`src/rtl/mips_multicycle_control.sv`:
```
// Multicycle MIPS control sequencer: walks fetch/decode/execute/memory/writeback
// per instruction, handshakes with one shared memory, counts retired instructions.
module mips_multicycle_control #(
   parameter int OPCODE_W = 6,
   parameter int RETIRE_W = 32
) (
   input  logic                clk,
   input  logic                rst,
   input  logic [OPCODE_W-1:0] opcode,
   input  logic                alu_zero,
   input  logic                mem_ready,
   output logic                pc_write,
   output logic                pc_write_cond,
   output logic                i_or_d,
   output logic                mem_read,
   output logic                mem_write,
   output logic                ir_write,
   output logic                reg_dst,
   output logic                mem_to_reg,
   output logic                reg_write,
   output logic                alu_src_a,
   output logic [1:0]          alu_src_b,
   output logic [1:0]          alu_op,
   output logic [1:0]          pc_source,
   output logic [3:0]          state,
   output logic                illegal_op,
   output logic [RETIRE_W-1:0] retired
);

   // state    | meaning
   // FETCH    | read instruction at PC, PC += 4 when memory completes
   // DECODE   | read registers, precompute branch target into ALUOut
   // MEMADR   | effective address rs + imm for lw/sw
   // MEMRD    | data read, waits on mem_ready
   // MEMWB    | MDR -> rt
   // MEMWR    | data write, waits on mem_ready
   // RTYPE_EX | rs op rt under funct control
   // ALU_WB   | ALUOut -> rd
   // BRANCH   | compare rs - rt, load branch target if zero
   // JUMP     | load jump target
   // ADDI_EX  | rs + imm
   // ADDI_WB  | ALUOut -> rt
   typedef enum logic [3:0] {
      FETCH    = 4'd0,
      DECODE   = 4'd1,
      MEMADR   = 4'd2,
      MEMRD    = 4'd3,
      MEMWB    = 4'd4,
      MEMWR    = 4'd5,
      RTYPE_EX = 4'd6,
      ALU_WB   = 4'd7,
      BRANCH   = 4'd8,
      JUMP     = 4'd9,
      ADDI_EX  = 4'd10,
      ADDI_WB  = 4'd11
   } state_t;

   typedef struct packed {
      logic       pc_write;
      logic       pc_write_cond;
      logic       i_or_d;
      logic       mem_read;
      logic       mem_write;
      logic       reg_dst;
      logic       mem_to_reg;
      logic       reg_write;
      logic       alu_src_a;
      logic [1:0] alu_src_b;
      logic [1:0] alu_op;
      logic [1:0] pc_source;
   } ctl_t;

   localparam logic [OPCODE_W-1:0] OP_RTYPE = 6'b000000;
   localparam logic [OPCODE_W-1:0] OP_LW    = 6'b100011;
   localparam logic [OPCODE_W-1:0] OP_SW    = 6'b101011;
   localparam logic [OPCODE_W-1:0] OP_BEQ   = 6'b000100;
   localparam logic [OPCODE_W-1:0] OP_J     = 6'b000010;
   localparam logic [OPCODE_W-1:0] OP_ADDI  = 6'b001000;

   localparam logic [RETIRE_W-1:0] RETIRE_ONE = {{(RETIRE_W-1){1'b0}}, 1'b1};

   state_t cur;
   state_t nxt;
   ctl_t   ctl_q;
   logic   opcode_legal;
   logic   retire;

   function automatic ctl_t decode_ctl(input state_t s);
      ctl_t c;
      c = '0;
      case (s)
         FETCH: begin
            c.mem_read  = 1'b1;
            c.alu_src_b = 2'b01;
         end
         DECODE: c.alu_src_b = 2'b11;
         MEMADR: begin
            c.alu_src_a = 1'b1;
            c.alu_src_b = 2'b10;
         end
         MEMRD: begin
            c.mem_read = 1'b1;
            c.i_or_d   = 1'b1;
         end
         MEMWB: begin
            c.mem_to_reg = 1'b1;
            c.reg_write  = 1'b1;
         end
         MEMWR: begin
            c.mem_write = 1'b1;
            c.i_or_d    = 1'b1;
         end
         RTYPE_EX: begin
            c.alu_src_a = 1'b1;
            c.alu_op    = 2'b10;
         end
         ALU_WB: begin
            c.reg_dst   = 1'b1;
            c.reg_write = 1'b1;
         end
         BRANCH: begin
            c.alu_src_a     = 1'b1;
            c.alu_op        = 2'b01;
            c.pc_write_cond = 1'b1;
            c.pc_source     = 2'b01;
         end
         JUMP: begin
            c.pc_write  = 1'b1;
            c.pc_source = 2'b10;
         end
         ADDI_EX: begin
            c.alu_src_a = 1'b1;
            c.alu_src_b = 2'b10;
         end
         ADDI_WB: c.reg_write = 1'b1;
         default: c = '0;
      endcase
      return c;
   endfunction

   always_comb begin
      opcode_legal = (opcode == OP_RTYPE) || (opcode == OP_LW) || (opcode == OP_SW) ||
                     (opcode == OP_BEQ) || (opcode == OP_J) || (opcode == OP_ADDI);
   end

   always_comb begin
      nxt    = FETCH;
      retire = 1'b0;
      case (cur)
         FETCH:  nxt = mem_ready ? DECODE : FETCH;
         DECODE: begin
            case (opcode)
               OP_RTYPE:      nxt = RTYPE_EX;
               OP_LW, OP_SW:  nxt = MEMADR;
               OP_BEQ:        nxt = BRANCH;
               OP_J:          nxt = JUMP;
               OP_ADDI:       nxt = ADDI_EX;
               default:       nxt = FETCH;
            endcase
         end
         MEMADR:   nxt = (opcode == OP_SW) ? MEMWR : MEMRD;
         MEMRD:    nxt = mem_ready ? MEMWB : MEMRD;
         MEMWB: begin
            nxt    = FETCH;
            retire = 1'b1;
         end
         MEMWR: begin
            nxt    = mem_ready ? FETCH : MEMWR;
            retire = mem_ready;
         end
         RTYPE_EX: nxt = ALU_WB;
         ALU_WB, BRANCH, JUMP, ADDI_WB: begin
            nxt    = FETCH;
            retire = 1'b1;
         end
         ADDI_EX:  nxt = ADDI_WB;
         default:  nxt = FETCH;
      endcase
   end

   // Moore outputs are registered from the next state so they are glitch-free
   // the cycle the state is entered.
   always_ff @(posedge clk) begin
      if (!rst) begin
         cur        <= FETCH;
         ctl_q      <= decode_ctl(FETCH);
         retired    <= '0;
         illegal_op <= 1'b0;
      end else begin
         cur   <= nxt;
         ctl_q <= decode_ctl(nxt);
         if (cur == DECODE && !opcode_legal)
            illegal_op <= 1'b1;
         if (retire)
            retired <= retired + RETIRE_ONE;
      end
   end

   // Fetch completion (IR load, PC += 4) follows mem_ready in the same cycle;
   // every enable is held low while reset is asserted.
   always_comb begin
      pc_write      = rst & (ctl_q.pc_write | ((cur == FETCH) & mem_ready));
      ir_write      = rst & (cur == FETCH) & mem_ready;
      pc_write_cond = rst & ctl_q.pc_write_cond;
      mem_read      = rst & ctl_q.mem_read;
      mem_write     = rst & ctl_q.mem_write;
      reg_write     = rst & ctl_q.reg_write;
      i_or_d        = ctl_q.i_or_d;
      reg_dst       = ctl_q.reg_dst;
      mem_to_reg    = ctl_q.mem_to_reg;
      alu_src_a     = ctl_q.alu_src_a;
      alu_src_b     = ctl_q.alu_src_b;
      alu_op        = ctl_q.alu_op;
      pc_source     = ctl_q.pc_source;
      state         = cur;
   end

   logic unused_ok;
   assign unused_ok = alu_zero;

endmodule

```
`config.mk`:
```
export PLATFORM = sky130hd
export DESIGN_NAME = mips_multicycle_control
export DESIGN_NICKNAME = d
export VERILOG_FILES = /design/src/rtl/mips_multicycle_control.sv
export SDC_FILE = /design/constraint.sdc
export NUM_CORES = 1
export LEC_CHECK = 0
export BUFFER_PORTS_ARGS = -buffer_cell sky130_fd_sc_hd__buf_4
export CAP_MARGIN = 20
export CORE_ASPECT_RATIO = 1.4
export CORE_MARGIN = 2
export CORE_UTILIZATION = 48
export CTS_CLUSTER_SIZE = 16
export DETAILED_ROUTE_END_ITERATION = 6
export PLACE_DENSITY_LB_ADDON = 0.15
export SLEW_MARGIN = 20
export SYNTH_ARGS = -nofsm -noshare
export SYNTH_HDL_FRONTEND = slang
export SYNTH_SLANG_ARGS = --single-unit
```
`constraint.sdc`:
```
create_clock -name clk -period 1.7 [get_ports clk]
set_input_delay 0.255 -clock clk [delete_from_list [all_inputs] [get_ports clk]]
set_output_delay 0.255 -clock clk [all_outputs]
set_load 0.05 [all_outputs]
```
==> run summary <==
Global-route wire length before repair = 11.5 mm
Max_cap viols = 0
# H-tree levels = 2
GP Congestion = 0.819
Antenna violations before repair = 0
Crit path time final = 1.86 ns
Die ar. = 5770 um^2
Setup slack, reg-to-reg = -0.16 ns
Largest net degree at the start of global routing = 34
Post-Synthesis Cells = 298
Vias = 2700
Clk_skew = 0.0109 ns
Final period util = 109%
Main combinational cell family by area after synthesis = simple AND/OR/NAND/NOR gates
Chip width = 64.8 um
Most frequent cell after synthesis = dfxtp_1
Power density over the cells = 563 nW/um^2
Sequential power share = 50.7%
IO Count = 63
N_diodes = 0
Vias in the first global route = 2518
Synth Area in Adders = 0.504%
CP startpoint kind = flop
Starting Density = 48.9%
Tot GR Track Use = 25.1%
Final hold violations = 0
Max IR drop VDD = 461 uV
Worst setup margin = -0.160 ns
WP data arrival = 2.10 ns
Netlist cell types = 50
Max reg flops = 32
Fin Hold WS = 0.362 ns
Core area = 5080 um^2
Post-synth top area cell = dfxtp_1
Via/cell ratio = 5.65
Total power = 2260 uW
GR Layer Usage met1 = 28.0%
Share of the synthesized area in the top cell type = 40.3%
Worst endpoint required time = 1.94 ns
Compound-Gate Fraction of Synth Area = 15.9%
Die height = 89.1 um
Max-slew headroom = 70.8%
Post-synthesis sequential area ratio = 40.3%
Estimated wirelength of the detail-placed design = 4.62 mm
Mean area per synthesized cell = 8.33 um^2
Row count = 31
Drt total wl = 7.56 mm
DRT Pass-1 Iters = 4
Area growth syn-to-layout = 61.8%
FF-to-FF End = retired[21]
Clock Tree Buf Depth = 2
Layout cells sized above 1 = 53.6%
Clk slew on worst S/H paths = 0.10 ns
Ys async rst share = 0%
Leak = 0.00169 uW
Hold EP = alu_src_b[0]
Gr busiest metal = met2
Later-pin clock latency in the skew report = 0.31 ns
FF-to-FF Start = retired[0]
Mux share of post-synthesis cell area = 1.21%
Worst hold path depth = 3
M3 GR Usage = 4.41%
Largest Register = retired
Critical-path maximum fanout = 8
Clock power share = 39.6%
Cts bufs inserted = 5
RSZ-0062 raised after global routing = true
Max Slew Vio Count = 0
Worst-margin pin slew = 0.439 ns
Synth top cells by count = dfxtp_1, nor2_1, a21oi_1
Nets@finish = 422
Area share of xor/xnor cells in the synthesized design = 4.23%
Setup WS pre-CTS = -0.0865 ns
DR iter-0 viols = 214
Final instance area = 4020 um^2
# setup viols final = 35
Ys flop type = dfxtp_1
Ys Warns = 0
Simple-Gate Fraction of Synth Area = 31.5%
Top cells by area, synth = dfxtp_1, a21oi_1, nor2_1, nand2_1, xnor2_1
Grt met2 use = 47.0%
Worst R2R Path Depth = 6
Failing checks = negative setup slack
CTS Sinks = 50
Status = finished, violations left
Pint = 1680 uW
Hold crit path type = in2reg
Count of input and output buffers = 61
Syn_nets = 309
CTS tree = built
DRC violations left = 0
Placed Area = 3450 um^2
Post-DRT Antenna Nets = 0
Mapped Area = 2480 um^2
F_max = 0.538 GHz
CTS Root Cell = clkbuf_8
Post-synth EDFFs = 0
Sw frac = 25.8%
Synthesized flop and latch total = 50
Worst hold start = rst
Net Switching = 583 uW
Logic pwr share = 9.6%
WL per Instance = 15.8 um
Critical path type = reg2reg
GR Overflow Total = 0
Crit end category = flop
-- logic make-up (layout without fill, tap and decap cells) --
logic type,after synthesis,after routing
AND/OR/NAND/NOR,137,138
AO/OA/AOI/OAI,63,63
flip-flops,50,50
buffers and inverters,32,145
XOR/XNOR,12,12
multiplexers,3,3
adder cells (fa/ha/maj),1,1
-- power groups by stage --
stage / clock network (uW) / logic (uW) / registers (uW)
4_1_cts: 900 / 203 / 1150
3_5_place_dp: 0 / 193 / 1170
5_1_grt: 955 / 233 / 1150
2_1_floorplan: 0 / 105 / 1190
6_report: 896 / 218 / 1150
3_3_place_gp: 0 / 190 / 1170
-- final cells by class --
type | instances | area, um^2
Tap cell | 66 | 82.6
Clock buffer | 5 | 68.8
Timing Repair Buffer | 128 | 1030
Sequential cell | 50 | 1100
Clock inverter | 3 | 47.5
Fill cell | 361 | 1060
Multi-Input combinational cell | 217 | 1660
Inverter | 9 | 33.8
-- routing by layer --
metal / vias to the layer above / routed length (um)
met5: - / 0
met4: 0 / 133
met3: 14 / 306
met2: 81 / 4150
met1: 1301 / 2970
li1: 1304 / -
-- cell usage in the layout (no fill, tap or decap), types with 3 or more instances in the layout --
cell type / n
a21oi_1: 18
a21oi_2: 5
and2_1: 4
buf_4: 112
buf_6: 12
buf_8: 3
clkbuf_8: 5
dfxtp_1: 19
dfxtp_2: 7
dfxtp_4: 24
inv_1: 7
mux2i_1: 3
nand2_1: 20
nand2b_1: 5
nand3_1: 8
nand4_1: 8
nand4b_1: 3
nor2_1: 21
nor2_2: 4
nor2_4: 3
nor3_1: 5
nor3b_1: 3
nor4_2: 4
nor4_4: 3
o21a_1: 3
o21ai_0: 11
o31ai_1: 8
or3_1: 6
or3_4: 3
or4_1: 7
xnor2_1: 8
xor2_1: 3
-- metrics by stage --
stage,std cells,TNS [ns],utilization (%)
2_1_floorplan,298,-1.38,-
3_3_place_gp,450,-0.666,67.8
3_5_place_dp,450,-1.01,67.8
4_1_cts,469,-1.53,74.2
5_1_grt,478,-5.56,79.1
6_report,478,-2.58,79.1
-- worst max-delay path, stage by stage (launching register included) --
cell	delay [ns]
dfxtp_4	0.36
buf_4	0.12
nand3_1	0.16
or3_4	0.44
buf_6	0.15
or4_4	0.42
a21oi_2	0.15
-- worst max path at each step --
stage | startpoint | end | slack (ns) | depth (start not counted)
finish | retired[0] | retired[21] | -0.16 | 6
floorplan | state[3] | pc_write | -0.19 | 5
global placement | state[0] | retired[29] | -0.06 | 6
global route | state[2] | retired[21] | -0.22 | 7
detailed placement | state[0] | retired[21] | -0.09 | 6
CTS | state[2] | pc_write | -0.16 | 6
-- repair_timing --
item	in CTS	in global routing
pin swaps	13	18
setup endpoints to repair	27	43
hold buffers	0	0
cloned	2	0
setup buffers	9	9
resized for setup	26	41
Power figures use the tool's default switching activity.
